==> src/rtl/compare8_pkg.sv <==
// Shared definitions for the compare8 datapath: operand width, accumulator
// state encoding and a small unsigned max helper.
package compare8_pkg;

  localparam int CMP_W = 8;

  typedef enum logic [0:0] {
    ACCUM  = 1'b0,
    REPORT = 1'b1
  } acc_state_t;

  function automatic logic [CMP_W-1:0] max2(input logic [CMP_W-1:0] x,
                                            input logic [CMP_W-1:0] y);
    return (x > y) ? x : y;
  endfunction

endpackage

==> src/rtl/compare8_result_acc_if.sv <==
// Sample-in / report-out handshake bundle for compare8_result_acc.
// The master drives samples and accepts reports; the slave is the accumulator.
interface compare8_result_acc_if #(
  parameter int WINDOW = 16
);
  import compare8_pkg::*;

  localparam int CW = $clog2(WINDOW + 1);

  logic             in_valid;
  logic             in_ready;
  logic [CMP_W-1:0] a;
  logic [CMP_W-1:0] b;
  logic             re;
  logic             reb;
  logic             eq;
  logic             out_valid;
  logic             out_ready;
  logic [CW-1:0]    gt_cnt;
  logic [CW-1:0]    lt_cnt;
  logic [CW-1:0]    eq_cnt;
  logic [CMP_W-1:0] max_val;
  logic             err;

  modport master (
    output in_valid, a, b, re, reb, eq, out_ready,
    input  in_ready, out_valid, gt_cnt, lt_cnt, eq_cnt, max_val, err
  );

  modport slave (
    input  in_valid, a, b, re, reb, eq, out_ready,
    output in_ready, out_valid, gt_cnt, lt_cnt, eq_cnt, max_val, err
  );

endinterface

==> src/rtl/compare8_check.sv <==
// Combinational consistency check of comparator flags against the operands:
// bad is high unless exactly one flag is set and it matches a>b / a<b / a==b.
module compare8_check
  import compare8_pkg::*;
(
  input  logic [CMP_W-1:0] a,
  input  logic [CMP_W-1:0] b,
  input  logic             re,
  input  logic             reb,
  input  logic             eq,
  output logic             bad
);

  logic one_hot;
  logic agree;

  assign one_hot = ({re, reb, eq} == 3'b100) || ({re, reb, eq} == 3'b010) ||
                   ({re, reb, eq} == 3'b001);
  assign agree   = (re == (a > b)) && (reb == (a < b)) && (eq == (a == b));
  assign bad     = !(one_hot && agree);

endmodule

==> src/rtl/compare8_result_acc.sv <==
// Windowed scoreboard of comparator results: counts re/reb/eq and the running
// max(a,b) over WINDOW samples, then holds one report until it is accepted.
// Optional flag checking is enabled with `define COMPARE8_CHECK_EN.
module compare8_result_acc
  import compare8_pkg::*;
#(
  parameter int WINDOW = 16
) (
  input  logic                 clock,
  input  logic                 reset,
  compare8_result_acc_if.slave bus
);

  localparam int CW = $clog2(WINDOW + 1);
  localparam logic [CW-1:0] LAST = CW'(WINDOW - 1);

  acc_state_t       state_q, state_d;
  logic [CW-1:0]    smp_q, smp_d;
  logic [CW-1:0]    gt_q, gt_d, lt_q, lt_d, eq_q, eq_d;
  logic [CMP_W-1:0] max_q, max_d;
  logic [CW-1:0]    rgt_q, rgt_d, rlt_q, rlt_d, req_q, req_d;
  logic [CMP_W-1:0] rmax_q, rmax_d;

  logic             accept;
  logic [CW-1:0]    gt_nx, lt_nx, eq_nx;
  logic [CMP_W-1:0] max_nx;

  assign accept = bus.in_valid && (state_q == ACCUM);
  assign gt_nx  = gt_q + CW'(bus.re);
  assign lt_nx  = lt_q + CW'(bus.reb);
  assign eq_nx  = eq_q + CW'(bus.eq);
  assign max_nx = max2(max_q, max2(bus.a, bus.b));

  always_comb begin
    state_d = state_q;
    smp_d   = smp_q;
    gt_d    = gt_q;
    lt_d    = lt_q;
    eq_d    = eq_q;
    max_d   = max_q;
    rgt_d   = rgt_q;
    rlt_d   = rlt_q;
    req_d   = req_q;
    rmax_d  = rmax_q;
    case (state_q)
      ACCUM: begin
        if (accept) begin
          if (smp_q == LAST) begin
            // Window complete: publish totals including this sample, restart clean.
            rgt_d   = gt_nx;
            rlt_d   = lt_nx;
            req_d   = eq_nx;
            rmax_d  = max_nx;
            gt_d    = '0;
            lt_d    = '0;
            eq_d    = '0;
            max_d   = '0;
            smp_d   = '0;
            state_d = REPORT;
          end else begin
            gt_d    = gt_nx;
            lt_d    = lt_nx;
            eq_d    = eq_nx;
            max_d   = max_nx;
            smp_d   = smp_q + CW'(1);
          end
        end
      end
      REPORT: begin
        if (bus.out_ready) state_d = ACCUM;
      end
      default: state_d = ACCUM;
    endcase
  end

  always_ff @(posedge clock or posedge reset) begin
    if (reset) begin
      state_q <= ACCUM;
      smp_q   <= '0;
      gt_q    <= '0;
      lt_q    <= '0;
      eq_q    <= '0;
      max_q   <= '0;
      rgt_q   <= '0;
      rlt_q   <= '0;
      req_q   <= '0;
      rmax_q  <= '0;
    end else begin
      state_q <= state_d;
      smp_q   <= smp_d;
      gt_q    <= gt_d;
      lt_q    <= lt_d;
      eq_q    <= eq_d;
      max_q   <= max_d;
      rgt_q   <= rgt_d;
      rlt_q   <= rlt_d;
      req_q   <= req_d;
      rmax_q  <= rmax_d;
    end
  end

  // Handshake outputs come straight from the state register.
  assign bus.in_ready  = (state_q == ACCUM);
  assign bus.out_valid = (state_q == REPORT);
  assign bus.gt_cnt    = rgt_q;
  assign bus.lt_cnt    = rlt_q;
  assign bus.eq_cnt    = req_q;
  assign bus.max_val   = rmax_q;

`ifdef COMPARE8_CHECK_EN
  logic bad;
  logic err_q;

  compare8_check u_check (
    .a   (bus.a),
    .b   (bus.b),
    .re  (bus.re),
    .reb (bus.reb),
    .eq  (bus.eq),
    .bad (bad)
  );

  always_ff @(posedge clock or posedge reset) begin
    if (reset)              err_q <= 1'b0;
    else if (accept && bad) err_q <= 1'b1;
  end

  assign bus.err = err_q;
`else
  assign bus.err = 1'b0;
`endif

endmodule

==> src/flat_wrapper.sv <==
// flat-port wrapper written by rule: the top's interface ports become plain ports
module compare8_result_acc_flat import compare8_pkg::*;
#(
  parameter int WINDOW = 16
)
  (clock, reset, bus_in_valid, bus_a, bus_b, bus_re, bus_reb, bus_eq, bus_out_ready, bus_in_ready, bus_out_valid, bus_gt_cnt, bus_lt_cnt, bus_eq_cnt, bus_max_val, bus_err);
  compare8_result_acc_if #(.WINDOW(WINDOW)) bus_i ();
  input  logic clock;
  input  logic reset;
  input wire logic [$bits(bus_i.in_valid)-1:0] bus_in_valid;
  input wire logic [$bits(bus_i.a)-1:0] bus_a;
  input wire logic [$bits(bus_i.b)-1:0] bus_b;
  input wire logic [$bits(bus_i.re)-1:0] bus_re;
  input wire logic [$bits(bus_i.reb)-1:0] bus_reb;
  input wire logic [$bits(bus_i.eq)-1:0] bus_eq;
  input wire logic [$bits(bus_i.out_ready)-1:0] bus_out_ready;
  output wire logic [$bits(bus_i.in_ready)-1:0] bus_in_ready;
  output wire logic [$bits(bus_i.out_valid)-1:0] bus_out_valid;
  output wire logic [$bits(bus_i.gt_cnt)-1:0] bus_gt_cnt;
  output wire logic [$bits(bus_i.lt_cnt)-1:0] bus_lt_cnt;
  output wire logic [$bits(bus_i.eq_cnt)-1:0] bus_eq_cnt;
  output wire logic [$bits(bus_i.max_val)-1:0] bus_max_val;
  output wire logic [$bits(bus_i.err)-1:0] bus_err;
  assign bus_i.in_valid = bus_in_valid;
  assign bus_i.a = bus_a;
  assign bus_i.b = bus_b;
  assign bus_i.re = bus_re;
  assign bus_i.reb = bus_reb;
  assign bus_i.eq = bus_eq;
  assign bus_i.out_ready = bus_out_ready;
  assign bus_in_ready = bus_i.in_ready;
  assign bus_out_valid = bus_i.out_valid;
  assign bus_gt_cnt = bus_i.gt_cnt;
  assign bus_lt_cnt = bus_i.lt_cnt;
  assign bus_eq_cnt = bus_i.eq_cnt;
  assign bus_max_val = bus_i.max_val;
  assign bus_err = bus_i.err;
  compare8_result_acc #(.WINDOW(WINDOW)) u_core (.clock(clock), .reset(reset), .bus(bus_i));
endmodule
==> config.mk <==
export PLATFORM = sky130hd
export DESIGN_NAME = compare8_result_acc_flat
export DESIGN_NICKNAME = d
export VERILOG_FILES = /design/src/rtl/compare8_pkg.sv /design/src/rtl/compare8_result_acc_if.sv /design/src/rtl/compare8_check.sv /design/src/rtl/compare8_result_acc.sv /design/src/flat_wrapper.sv
export SDC_FILE = /design/constraint.sdc
export NUM_CORES = 1
export LEC_CHECK = 0
export BUFFER_PORTS_ARGS = -buffer_cell sky130_fd_sc_hd__buf_2
export CAP_MARGIN = 10
export CELL_PAD_IN_SITES_DETAIL_PLACEMENT = 1
export CELL_PAD_IN_SITES_GLOBAL_PLACEMENT = 1
export CORE_UTILIZATION = 42
export CTS_CLUSTER_DIAMETER = 60
export DETAILED_ROUTE_END_ITERATION = 8
export MAX_ROUTING_LAYER = met4
export PLACE_DENSITY = 0.81
export SYNTH_ARGS = -nofsm -noshare
export SYNTH_HDL_FRONTEND = slang
export SYNTH_SLANG_ARGS = --single-unit
==> constraint.sdc <==
create_clock -name clock -period 2.4 [get_ports clock]
set_input_delay 0.24 -clock clock [delete_from_list [all_inputs] [get_ports clock]]
set_output_delay 0.24 -clock clock [all_outputs]
set_load 0.02 [all_outputs]
==> results.yml <==
outcome:
  status: "finished with violations"
  violations: "DRC, setup timing"
critical_path:
  crit_end: "u_core.bus.max_val[2]"
  arrival_ps: 3170
  path_class: "primary input to flop"
  critPathLaunchType: "primary input"
  rr_worst_depth: 9
  worst_setup_path_end_kind: "flop"
  worstReg2RegEnd: "u_core.bus.max_val[2]"
  crit-reg2reg-launch: "u_core.max_q[2]"
  r2r_setup_slack_ps: 320
  cp-startpoint: "bus_b[7]"
  crit_fanout: 8
  cp.required_ps: 2630
sta:
  min_period_ps: 2940
  skew_ps: 5.86
  rsz0062_at_grt: "true"
  slew_headroom_pct: 53.1
  timing.final.crit_share_pct: 122
  tightest_slew_ps: 701
  drv_slew: 0
  timing.fmax_mhz: 340
  finalHoldViolations: 0
  setup-violations-final: 16
  final.setup.worst_slack_ps: -538
logic_synthesis:
  synth-seq-area-share_pct: 45.4
  syn_area_per_cell_sq_um: 9.07
  syn-instance-count: 316
  async_reset_ff_share_pct: 100
  yosys.area.top_type: "dfrtp_1"
  yosysMostFrequentCell: "nand2_1"
  synth_edf_count: 0
  yosys-top-cells-area: "dfrtp_1 (45%), ha_1 (10%), nand2_1 (9.8%), o21ai_0 (5.4%), nand3_1 (2.4%)"
  synth_top_area_share_pct: 45.4
  syn_area_sq_um: 2870
  synth_common_cells: "nand2_1 (75), dfrtp_1 (52), o21ai_0 (31)"
  synthesis.nets: 362
  ys_ff_latch: 52
  yosysUniqueCellTypes: 41
  synth_ff_type: "dfrtp_1"
  yosys_warnings: 0
worst_hold_path:
  min_path_cells: 2
  hold_start: "bus_out_ready"
  hold_class: "primary input to flop"
detailed_routing:
  maxUsedRoutingLayer: "met4"
  via_per_inst: 5.76
  drc_errors: 4
  wl_met2_um: 5440
  wl_met1_um: 4250
  wl_per_cell_um: 20.9
  drt_wl_total_um: 10400
  dr_wl_met3_um: 330
  drtIter0Drc: 152
  num_vias: 2849
  postRouteAntennaNets: 0
  first_pass_iters: 6
job:
  cap_violations: 0
die:
  rows: 29
  dieHeight_um: 84.6
  die_w_um: 84.6
  num_io_pins: 49
  initial_core_util_pct: 44.4
  core_area_sq_um: 6460
  die-area_sq_um: 7160
global_routing:
  grt_pass1_vias: 3128
  overflow: 0
  grt_max_degree: 27
  grtUsageTotal_pct: 28.9
  grt_pass1_wl_um: 15500
  grt_antenna_before_repair: 0
cells_and_area:
  finalInstanceArea_sq_um: 4060
  final_nets: 463
  drive_gt1_share_pct: 40.7
  regArea_sq_um: 1300
  multiInputGateArea_sq_um: 1750
  syn_to_final_growth_pct: 41.5
  diodes: 0
  fill_cells: 724
power_and_ir_drop:
  internal_power_mw: 2.51
  p_clk_share_pct: 11.8
  peakVddDrop_mv: 0.624
  p_per_area_nw_per_um2: 1140
  p_leak_nw: 1.90
  seqPwrFrac_pct: 35.5
  p_comb_share_pct: 52.7
  swShare_pct: 45.7
  p_sw_mw: 2.11
clock_tree:
  cts_buffer_depth: 2
  numCtsBuffers: 5
  htree_levels: 2
  clockRootBuffer: "clkbuf_8"
  numClockSinks: 52
  clk_pin_slew_ps: 100
  clock_latency_ps: 320
  cts_tree: "done"
placement:
  pre_cts_ws_ps: -1000
  gp_congestion: 0.820
  post_dp_cell_area_sq_um: 3580
  port-buffer-count: 47
  dpl.hpwl_um: 6250
-- worst max-delay path, cell delays in order --
cell      delay, ps
buf_2           120
inv_2            70
ha_4            210
nand4_1         180
nor2_1           70
a211o_1         340
and2_4          190
buf_8           140
a21oi_4         180
ha_4            230
and3_4          160
a221oi_4        300
o221ai_2        150
nand2_2         170
buf_6           170
o21ai_2          60
o21ai_1         190
-- placed cells by master, fill, tap and decap left out, types with 4 or more instances in the layout --
master / synthesis / layout
nand2_1: 75 / 73
buf_4: 1 / 54
dfrtp_1: 52 / 52
buf_2: 1 / 45
o21ai_0: 31 / 24
nand3_1: 14 / 14
ha_1: 23 / 14
a21oi_1: 13 / 13
o21ai_1: 11 / 13
nor2_1: 9 / 9
ha_4: 0 / 9
a211oi_2: 3 / 6
inv_2: 0 / 6
o2bb2ai_2: 0 / 6
inv_1: 12 / 5
nor3_1: 5 / 5
clkbuf_8: 0 / 5
buf_6: 1 / 5
xnor2_1: 4 / 4
o21ai_2: 0 / 4
a21boi_2: 0 / 4
a21oi_2: 7 / 4
-- through the flow --
step / TNS, ps / hold slack (ps) / instances / total power, mW / util, %
2_1_floorplan: -9110 / 336 / 316 / 2.84 / -
3_3_place_gp: -12390 / 320 / 475 / 3.36 / 55.4
3_5_place_dp: -15470 / 326 / 475 / 3.50 / 55.4
4_1_cts: -6670 / 92.7 / 492 / 4.40 / 61.0
5_1_grt: -9730 / 82.2 / 495 / 4.90 / 62.8
6_report: -7980 / 92.1 / 495 / 4.62 / 62.8
-- logic make-up after synthesis --
kind of cell             share of synthesized area (%)
adder cells (fa/ha/maj)                           10.0
other                                            0.131
buffers and inverters                             4.41
AO/OA/AOI/OAI                                     21.0
flip-flops                                        45.4
XOR/XNOR                                          2.14
AND/OR/NAND/NOR                                   16.9
-- per-layer routing --
metal  global-route usage (%)  vias up
met1                     33.4     1445
met3                     4.52       31
met2                     50.5       72
met5                        -        -
li1                         -     1301
met4                     11.1        0
-- power groups by stage --
stage | sequential, mW | clock [mW] | combinational (mW)
finish | 1.64 | 0.543 | 2.43
global route | 1.68 | 0.583 | 2.64
CTS | 1.59 | 0.554 | 2.25
detailed placement | 1.59 | 0 | 1.91
global placement | 1.55 | 0 | 1.80
floorplan | 1.75 | 0 | 1.08
-- worst min path at each step --
stage / slack (ps) / to
after floorplan: 340 / u_core.bus.out_valid
after global placement: 320 / u_core.bus.gt_cnt[1]
after detailed placement: 330 / u_core.gt_q[2]
after CTS: 90 / u_core.bus.out_valid
after global routing: 80 / u_core.bus.out_valid
final: 90 / u_core.bus.out_valid
-- what timing repair did --
action	CTS	global route
setup buffers	8	3
hold endpoints to repair	24	0
setup endpoints to repair	16	16
pin swaps	23	21
gates resized for setup	39	22
hold buffers	1	0
-- state kept, by name, summed over array words and instances (netlist names) --
name	cells
u_core.eq_q	5
u_core.smp_q	5
u_core.bus.lt_cnt	5
u_core.bus.out_valid	1
u_core.bus.max_val	8
u_core.gt_q	5
u_core.max_q	8
u_core.lt_q	5
u_core.bus.gt_cnt	5
u_core.bus.eq_cnt	5
-- final cells by class --
type | instances | area share [%]
multi-input cells | 238 | 43.2
flip-flops and latches | 52 | 32.1
inverters | 12 | 1.42
repair buffers | 108 | 18.5
clock buffers | 5 | 1.70
clock inverters | 3 | 0.648
well taps | 77 | 2.38
(Power assumes the default switching activity.)
